File: src/rtl/hive_thd_alarm_if.sv
// Register-bus bundle between a thread issuing rbus accesses and the alarm unit.
interface hive_thd_alarm_if #(
    parameter int unsigned THD_W       = 3,
    parameter int unsigned ALU_W       = 32,
    parameter int unsigned RBUS_ADDR_W = 8
);
    logic [THD_W-1:0]       id;
    logic [RBUS_ADDR_W-1:0] rbus_addr;
    logic                   rbus_wr;
    logic                   rbus_rd;
    logic [ALU_W-1:0]       rbus_wr_data;
    logic [ALU_W-1:0]       rbus_rd_data;

    modport master (
        output id, rbus_addr, rbus_wr, rbus_rd, rbus_wr_data,
        input  rbus_rd_data
    );

    modport slave (
        input  id, rbus_addr, rbus_wr, rbus_rd, rbus_wr_data,
        output rbus_rd_data
    );
endinterface

File: src/rtl/hive_thd_alarm.sv
// Per-thread alarm unit: each thread arms a compare value against the ring time
// and gets a pending flag once time reaches it (wrap-safe).
module hive_thd_alarm #(
    parameter int unsigned THREADS     = 8,
    parameter int unsigned THD_W       = 3,
    parameter int unsigned ALU_W       = 32,
    parameter int unsigned RBUS_ADDR_W = 8,
    parameter int unsigned ADDR_ARM    = 'h20,
    parameter int unsigned ADDR_STAT   = 'h21
) (
    input  logic               clk_i,
    input  logic               rst_n_i,
    input  logic [ALU_W-1:0]   time_i,
    output logic [THREADS-1:0] alarm_o,
    hive_thd_alarm_if.slave    rbus
);

    localparam int unsigned MSB = ALU_W - 1;

    typedef enum logic [1:0] {
        ST_IDLE  = 2'd0,
        ST_ARMED = 2'd1,
        ST_FIRED = 2'd2
    } state_e;

    state_e             state_q [THREADS];
    state_e             state_d [THREADS];
    logic [ALU_W-1:0]   cmp_q   [THREADS];
    logic [ALU_W-1:0]   cmp_d   [THREADS];
    logic [ALU_W-1:0]   diff_c  [THREADS];
    logic [THREADS-1:0] fired_c;
    logic [THREADS-1:0] alarm_q, alarm_d;
    logic [ALU_W-1:0]   rd_data_q, rd_data_d;

    logic wr_arm_c, wr_stat_c, rd_arm_c, rd_stat_c;

    assign wr_arm_c  = rbus.rbus_wr && (rbus.rbus_addr == RBUS_ADDR_W'(ADDR_ARM));
    assign wr_stat_c = rbus.rbus_wr && (rbus.rbus_addr == RBUS_ADDR_W'(ADDR_STAT));
    assign rd_arm_c  = rbus.rbus_rd && (rbus.rbus_addr == RBUS_ADDR_W'(ADDR_ARM));
    assign rd_stat_c = rbus.rbus_rd && (rbus.rbus_addr == RBUS_ADDR_W'(ADDR_STAT));

    // Per-thread signed distance past the compare value and current FIRED vector
    always_comb begin
        for (int t = 0; t < THREADS; t++) begin
            diff_c[t]  = time_i - cmp_q[t];
            fired_c[t] = (state_q[t] == ST_FIRED);
        end
    end

    // Next-state, compare update and registered-output values
    always_comb begin
        for (int t = 0; t < THREADS; t++) begin
            state_d[t] = state_q[t];
            cmp_d[t]   = cmp_q[t];
        end
        rd_data_d = '0;
        alarm_d   = fired_c;

        if (rd_stat_c) begin
            rd_data_d = ALU_W'(fired_c);
        end else if (rd_arm_c && (state_q[rbus.id] == ST_ARMED)) begin
            rd_data_d = cmp_q[rbus.id] - time_i;
        end

        // Arm beats disarm beats evaluation; a fresh cmp is first evaluated next cycle
        for (int t = 0; t < THREADS; t++) begin
            if (wr_arm_c && (rbus.id == THD_W'(t))) begin
                cmp_d[t]   = rbus.rbus_wr_data;
                state_d[t] = ST_ARMED;
            end else if (wr_stat_c && (rbus.id == THD_W'(t))) begin
                state_d[t] = ST_IDLE;
            end else begin
                unique case (state_q[t])
                    ST_ARMED: if (!diff_c[t][MSB]) state_d[t] = ST_FIRED;
                    ST_FIRED: if (rd_stat_c && (rbus.id == THD_W'(t))) state_d[t] = ST_IDLE;
                    default:  state_d[t] = state_q[t];
                endcase
            end
        end
    end

    always_ff @(posedge clk_i or negedge rst_n_i) begin
        if (!rst_n_i) begin
            for (int t = 0; t < THREADS; t++) begin
                state_q[t] <= ST_IDLE;
                cmp_q[t]   <= '0;
            end
            alarm_q   <= '0;
            rd_data_q <= '0;
        end else begin
            for (int t = 0; t < THREADS; t++) begin
                state_q[t] <= state_d[t];
                cmp_q[t]   <= cmp_d[t];
            end
            alarm_q   <= alarm_d;
            rd_data_q <= rd_data_d;
        end
    end

    assign alarm_o           = alarm_q;
    assign rbus.rbus_rd_data = rd_data_q;

endmodule

File: src/flat_wrapper.sv
// flat-port wrapper written by rule: the top's interface ports become plain ports
module hive_thd_alarm_flat 
#(
    parameter int unsigned THREADS     = 8,
    parameter int unsigned THD_W       = 3,
    parameter int unsigned ALU_W       = 32,
    parameter int unsigned RBUS_ADDR_W = 8,
    parameter int unsigned ADDR_ARM    = 'h20,
    parameter int unsigned ADDR_STAT   = 'h21
)
  (clk_i, rst_n_i, time_i, alarm_o, rbus_id, rbus_rbus_addr, rbus_rbus_wr, rbus_rbus_rd, rbus_rbus_wr_data, rbus_rbus_rd_data);
  hive_thd_alarm_if #(.THD_W(THD_W), .ALU_W(ALU_W), .RBUS_ADDR_W(RBUS_ADDR_W)) rbus_i ();
  input  logic clk_i;
  input  logic rst_n_i;
  input  logic [ALU_W-1:0] time_i;
  output logic [THREADS-1:0] alarm_o;
  input wire logic [$bits(rbus_i.id)-1:0] rbus_id;
  input wire logic [$bits(rbus_i.rbus_addr)-1:0] rbus_rbus_addr;
  input wire logic [$bits(rbus_i.rbus_wr)-1:0] rbus_rbus_wr;
  input wire logic [$bits(rbus_i.rbus_rd)-1:0] rbus_rbus_rd;
  input wire logic [$bits(rbus_i.rbus_wr_data)-1:0] rbus_rbus_wr_data;
  output wire logic [$bits(rbus_i.rbus_rd_data)-1:0] rbus_rbus_rd_data;
  assign rbus_i.id = rbus_id;
  assign rbus_i.rbus_addr = rbus_rbus_addr;
  assign rbus_i.rbus_wr = rbus_rbus_wr;
  assign rbus_i.rbus_rd = rbus_rbus_rd;
  assign rbus_i.rbus_wr_data = rbus_rbus_wr_data;
  assign rbus_rbus_rd_data = rbus_i.rbus_rd_data;
  hive_thd_alarm #(.THREADS(THREADS), .THD_W(THD_W), .ALU_W(ALU_W), .RBUS_ADDR_W(RBUS_ADDR_W), .ADDR_ARM(ADDR_ARM), .ADDR_STAT(ADDR_STAT)) u_core (.clk_i(clk_i), .rst_n_i(rst_n_i), .time_i(time_i), .alarm_o(alarm_o), .rbus(rbus_i));
endmodule
File: config.mk
export PLATFORM = sky130hd
export DESIGN_NAME = hive_thd_alarm_flat
export DESIGN_NICKNAME = d
export VERILOG_FILES = /design/src/rtl/hive_thd_alarm_if.sv /design/src/rtl/hive_thd_alarm.sv /design/src/flat_wrapper.sv
export SDC_FILE = /design/constraint.sdc
export NUM_CORES = 1
export LEC_CHECK = 0
export BUFFER_PORTS_ARGS = -buffer_cell sky130_fd_sc_hd__buf_2
export CORE_ASPECT_RATIO = 1.75
export CORE_UTILIZATION = 55
export CTS_CLUSTER_SIZE = 12
export DETAILED_ROUTE_END_ITERATION = 7
export GPL_TIMING_DRIVEN = 0
export PLACE_DENSITY = 0.7
export SETUP_SLACK_MARGIN = 0.02
export SYNTH_ARGS = -nofsm -noshare
export SYNTH_HDL_FRONTEND = slang
export SYNTH_SLANG_ARGS = --single-unit
export TNS_END_PERCENT = 1
File: constraint.sdc
create_clock -name clk_i -period 6.17 [get_ports clk_i]
set_input_delay 0.617 -clock clk_i [delete_from_list [all_inputs] [get_ports clk_i]]
set_output_delay 0.617 -clock clk_i [all_outputs]
set_load 0.02 [all_outputs]
==> flow_summary.yaml, run 1 <==
synth:
  syn-mean-instance-area_sq_um: 9.178
  synth_edf_count: 0
  synthFlopType: "dfrtp_1"
  syn_area_sq_um: 21890
  synth_area_leader_cell: "dfrtp_1"
  synth_area_leaders: "dfrtp_1, ha_1, o21ai_0"
  ys_seq_elements: 312
  synthesis.instances: 2385
  seq_area_frac_synth_pct: 35.67
  ys_types: 76
  synth_fp_nets: 2747
  yosys_warnings: 0
  synthArstFlopShare_pct: 100.0
  synth_top_area_share_pct: 35.67
sta:
  setup_slack_ns: 0.8519
  fmaxAchievable_mhz: 188.0
  period_needed_ns: 5.318
  slew_headroom_pct: 20.87
  slew_violations: 0
  fin_worst_skew_ns: 0.01796
  final_hold_viol_count: 0
  fin_crit_sh_pct: 86.19
  worstMarginPinSlew_ns: 1.187
  finalSetupViolations: 0
  rsz0062_at_grt: "no"
  setup_tns_ns: 0
min_path:
  holdCritPathClass: "in2async"
detailed_routing:
  antenna_left: 0
  routed_via_density: 6.150
  drt-initial-drc-count: 1349
  dr.pass1.iters: 8
  num_vias: 18560
  wl_um: 71700
  drc: 8
  wl_per_cell_um: 23.76
grt:
  grt_pass1_wl_um: 110000
  grt_max_degree: 121
  grt_use_total_pct: 36.14
  antenna_found_initial: 5
  grt_pass1_vias: 19130
  grt_overflow_total: 0
floorplanning:
  io_pins: 119
  die-area_sq_um: 40630
  die_h_um: 265.9
  core_sq_um: 39280
  chipWidth_um: 152.8
  rows: 96
  start_util_pct: 55.73
clock_network:
  postCtsSetupBuffers: 0
  cts_root_buf: "clkbuf_16"
  clkLatencyLatePin_ns: 0.54
  clkTransAtPathRegs_ns: 0.06
  ctsHtreeMaxLevel: 2
  cts_tree: "built"
  cts_resized: 0
  cts_buffer_depth: 3
  ctsHoldBuffers: 0
  cts_num_sinks: 312
  cts_made_buffers: 34
place:
  routabilityCongestion: 0.9440
  portBuffers: 85
  dp_slack_ns: 0.4393
  hpwl_um: 55600
final_layout:
  seqCellArea_sq_um: 7807
  layout.nets: 2871
  multi_input_comb_area_sq_um: 12220
  final_common_cell: "nand2_1"
  final_cell_mix: "nand2_1, o21ai_0, dfrtp_1"
  drive_gt1_share_pct: 13.18
  fillers: 3411
  area_growth_pct: 9.958
power_and_ir_drop:
  p_per_area_nw_per_um2: 204.2
  irDropWorstVdd_v: 0.0002282
  total_leakage_power_nw: 12.07
worst_setup_path:
  path_cells: "clkbuf_8 -> buf_6 -> clkbuf_1 -> clkbuf_1 -> mux4_2 -> nand2_1 -> o21ai_0 -> ha_1 -> a21oi_1 -> a211o_1 -> a211oi_1 -> o21ai_0 -> o21ai_0 -> xnor2_1 -> nor2_1"
  worst_ep_arrival_time_ns: 5.71
  critPathMostFrequentCell: "o21ai_0"
  crit_path_top_delay_cell: "clkbuf_1"
  critical_path.startpoint_type: "primary input"
  cp-end-kind: "register"
  required_ns: 6.56
  ff2ff_setup_slack_ns: 2.31
  critPathMaxStageDelay_ns: 0.90
  crit_type: "in2reg"
  worstPathMaxFanout: 10
job:
  max_cap_violations: 0
outcome:
  status: "finished, violations left"
  violations: "DRC"
final cells by class:
| cell class | instances | area share (%) |
|---|---|---|
| Timing Repair Buffer | 88 | 2.059 |
| Inverter | 303 | 4.726 |
| Clock inverter | 6 | 0.3483 |
| Buffer | 118 | 3.026 |
| Tap cell | 490 | 2.547 |
| Multi-Input combinational cell | 1652 | 50.75 |
| Antenna cell | 1 | 0.01040 |
| Sequential cell | 312 | 32.44 |
| Clock buffer | 48 | 4.091 |
path summary, 6_finish.rpt:
check,end,cells past startpoint,from
max,u_core.rbus.rbus_rd_data[28]$_DFF_PN0_,15,rbus_id[1]
min,u_core.rbus.rbus_rd_data[14]$_DFF_PN0_,1,rst_n_i
max reg2reg,u_core.rbus.rbus_rd_data[28]$_DFF_PN0_,11,u_core.cmp_q[99]$_DFFE_PN0P_
min reg2reg,u_core.alarm_o[1]$_DFF_PN0_,1,u_core.state_q[12]$_DFFE_PN0P_
max in group asynchronous,u_core.cmp_q[100]$_DFFE_PN0P_,2,rst_n_i
min in group clk_i,u_core.cmp_q[0]$_DFFE_PN0P_,3,rbus_rbus_wr_data[0]
routing by layer:
metal / part of all wire [%] / track usage, % / vias to the layer above / wire length [um]
met5: 0.060 / 0 / - / 43
met4: 11 / 34.81 / 6 / 7728
met3: 5.2 / 4.717 / 304 / 3722
met2: 50 / 63.05 / 724 / 35540
met1: 34 / 37.28 / 9028 / 24670
li1: - / - / 8498 / -
sequential cells by signal (all words and copies together) (netlist names):
| name | cells |
|---|---|
| u_core.alarm_o | 8 |
| u_core.cmp_q | 256 |
| u_core.rbus.rbus_rd_data | 32 |
| u_core.state_q | 16 |
worst max-delay path: cells and delay by family:
family	cells	cell delay (ns)
compound gates	6	2.11
xor+xnor	1	0.16
simple gates	2	0.14
buf+inv	4	1.80
fa+ha+maj	1	0.40
mux	1	0.47
stage by stage:
step / total power [mW] / cells / utilization, % / instance area (sq um) / hold WS (ns)
3_3_place_gp: 2.866 / 2960 / 58.37 / 22930 / 0.4715
3_5_place_dp: 2.891 / 2963 / 58.55 / 23000 / 0.4707
6_report: 4.915 / 3018 / 61.28 / 24070 / 0.05475
4_1_cts: 4.934 / 3017 / 61.27 / 24070 / 0.1020
2_1_floorplan: 2.589 / 2385 / - / 21890 / 0.3214
5_1_grt: 5.084 / 3018 / 61.28 / 24070 / 0.1334
Yosys cell counts (5+ instances only):
cell	instances
nor2_1	78
nor2b_1	9
a31oi_1	12
inv_1	302
a221oi_1	10
buf_2	26
nor4_1	5
clkdlybuf4s50_2	14
nor3_1	18
nand2b_1	5
o31ai_1	5
mux2_2	16
o21bai_1	5
mux4_2	65
xor2_1	19
nand2_1	375
a21oi_1	153
mux2_4	30
mux2i_1	8
nand3b_1	5
buf_1	8
ha_1	282
o21ai_0	314
a21o_1	26
xnor2_1	23
and4_1	15
o32ai_1	11
buf_4	17
nand3_1	31
a211oi_1	8
nand4_1	29
dfrtp_1	312
and3_1	8
o21a_1	8
o21ai_1	12
o211ai_1	10
clkbuf_1	45
where the power goes:
group / switching, mW / internal (mW)
clock network: 0.861 / 1.19
registers: 0.0157 / 2.08
logic: 0.504 / 0.269
total: 1.38 / 3.53
cells by family after synthesis:
| logic type | count (synthesis) | share of synthesized area, % |
|---|---|---|
| compound gates | 605 | 15.54 |
| xor+xnor | 42 | 1.681 |
| fa+ha+maj | 283 | 16.21 |
| buf+inv | 421 | 8.523 |
| flops | 312 | 35.67 |
| mux | 119 | 9.935 |
| simple gates | 603 | 12.44 |
Power figures use the tool's default switching activity.
==> inputs of run 2 (changes only) <==
--- a/config.mk
+++ b/config.mk
@@ -5,13 +5,13 @@
 export SDC_FILE = /design/constraint.sdc
 export NUM_CORES = 1
 export LEC_CHECK = 0
-export BUFFER_PORTS_ARGS = -buffer_cell sky130_fd_sc_hd__buf_2
 export CORE_ASPECT_RATIO = 1.75
 export CORE_UTILIZATION = 55
 export CTS_CLUSTER_SIZE = 12
 export DETAILED_ROUTE_END_ITERATION = 7
+export DONT_BUFFER_PORTS = 1
 export GPL_TIMING_DRIVEN = 0
-export PLACE_DENSITY = 0.7
+export PLACE_DENSITY = 0.67
 export SETUP_SLACK_MARGIN = 0.02
 export SYNTH_ARGS = -nofsm -noshare
 export SYNTH_HDL_FRONTEND = slang
==> flow_summary.yaml, run 2 (same netlist as run 1, synthesis figures left out) <==
clock_network:
  cts_buffer_depth: 3
  cts_num_sinks: 312
  cts_made_buffers: 34
  clkTransAtPathRegs_ns: 0.06
  clkLatencyLatePin_ns: 0.54
  cts_root_buf: "clkbuf_16"
  cts_tree: "built"
  cts_resized: 0
  ctsHtreeMaxLevel: 2
  postCtsSetupBuffers: 0
final_layout:
  layout.nets: 2784
  fin_cells: 2930
  final_cell_mix: "nand2_1, o21ai_0, dfrtp_1"
  area_growth_pct: 7.683
  final_common_cell: "nand2_1"
  largest_register_ffs: 256
  drive_gt1_share_pct: 10.13
  largest-register: "u_core.cmp_q"
  final_util_pct: 60.01
  fillers: 3411
floorplanning:
  start_util_pct: 55.73
  io_pins: 119
  die_h_um: 265.9
  chipWidth_um: 152.8
  die-area_sq_um: 40630
  rows: 96
  core_sq_um: 39280
worst_setup_path:
  crit_type: "in2reg"
  critPathMaxStageDelay_ns: 0.88
  critical_path.startpoint_type: "primary input"
  path_cells: "clkbuf_8 -> buf_6 -> clkbuf_1 -> clkbuf_1 -> mux4_2 -> nand2_1 -> o21ai_0 -> ha_1 -> a21oi_1 -> a21boi_0 -> o31ai_2 -> o31ai_1 -> a221oi_1 -> xor2_1 -> nor2_1"
  crit_family: "compound AO/OA/AOI/OAI gates"
  worstPathMaxFanout: 10
  reg2reg_from: "u_core.cmp_q[112]$_DFFE_PN0P_"
  crit_path_start: "rbus_id[1]"
  cp_num_buf_inv: 4
  r2r_cells: 12
  critPathMostFrequentCell: "clkbuf_1"
  worst_ep_arrival_time_ns: 5.50
  cp-end-kind: "register"
  path_depth: 15
  required_ns: 6.56
  crit_path_top_delay_cell: "clkbuf_1"
place:
  hpwl_um: 54780
  routabilityCongestion: 0.9370
  portBuffers: 0
  placed_cells: 2876
detailed_routing:
  drc: 14
  routed_via_density: 6.194
  antenna_left: 0
  drt-initial-drc-count: 1212
  dr.pass1.iters: 8
  num_vias: 18150
  wl_um: 72250
  wl_per_cell_um: 24.66
grt:
  antenna_found_initial: 2
  grt_overflow_total: 0
  grt_use_total_pct: 36.06
  grt_pass1_wl_um: 109300
  grt_pass1_vias: 18650
  grt_max_degree: 313
power_and_ir_drop:
  irDropWorstVdd_v: 0.0001733
  p_per_area_nw_per_um2: 203.6
  total_leakage_power_nw: 11.64
min_path:
  holdCritPathClass: "in2async"
sta:
  final_hold_viol_count: 312
  fin_worst_skew_ns: 0.02054
  fin_crit_sh_pct: 82.90
  finalSetupViolations: 0
  rsz0062_at_grt: "no"
  slew_violations: 0
  period_needed_ns: 5.115
  setup_tns_ns: 0
  fmaxAchievable_mhz: 195.5
  hold_slack_ns: -0.2190
  worstMarginPinSlew_ns: 1.177
  slew_headroom_pct: 21.50
job:
  max_cap_violations: 0
outcome:
  status: "finished, violations left"
  violations: "DRC, hold timing"
run 2: final cells by class:
cell class	count	area (sq um)	share of cell area (%)
tap	490	613.1	2.601
sequential	312	7807	33.12
multi-input combinational	1652	12220	51.83
clock buffer	48	1005	4.263
antenna	1	2.502	0.01062
inverter	303	1137	4.825
clock inverter	5	56.30	0.2389
buffer	118	728.2	3.089
timing repair buffer	1	5.005	0.02123
run 2: worst register-to-register path: stages (launching register included):
cell	delay, ns
dfrtp_1	0.42
mux4_2	0.53
nand2_1	0.15
o21ai_0	0.14
ha_1	0.31
clkbuf_1	0.21
a21oi_1	0.34
o21ai_0	0.28
a211o_1	0.37
a211oi_1	0.29
a21boi_0	0.28
xor2_1	0.17
nor2_1	0.05
run 2: worst paths after layout:
path	endpoint	slack (ns)
setup / recovery	u_core.rbus.rbus_rd_data[19]$_DFF_PN0_	1.06
hold / removal	u_core.rbus.rbus_rd_data[12]$_DFF_PN0_	-0.22
setup reg to reg	u_core.rbus.rbus_rd_data[27]$_DFF_PN0_	2.49
hold reg to reg	u_core.alarm_o[1]$_DFF_PN0_	0.48
max in group asynchronous	u_core.state_q[7]$_DFFE_PN0P_	5.59
min in group clk_i	u_core.cmp_q[0]$_DFFE_PN0P_	0.19
run 2: per-stage QoR:
| step | setup WS, ns | cell area (sq um) | total power, mW |
|---|---|---|---|
| after floorplan | 2.179 | 21890 | 2.589 |
| after global placement | 0.6902 | 22500 | 2.764 |
| after detailed placement | 0.6414 | 22510 | 2.782 |
| after CTS | 1.177 | 23570 | 4.807 |
| after global routing | 0.9021 | 23570 | 4.947 |
| final | 1.055 | 23570 | 4.799 |
run 2: report_power, final:
part	internal [mW]	leakage, nW	switching, mW	total [mW]
sequential	2.08	3.27	0.0210	2.10
clock	1.17	0.521	0.873	2.04
combinational	0.254	7.84	0.407	0.661
run 2: routing by layer:
metal / track usage, % / wire length, um
met1: 37.45 / 24910
met2: 64.89 / 36820
met4: 28.56 / 6341
met5: 0 / 11
met3: 5.400 / 4162
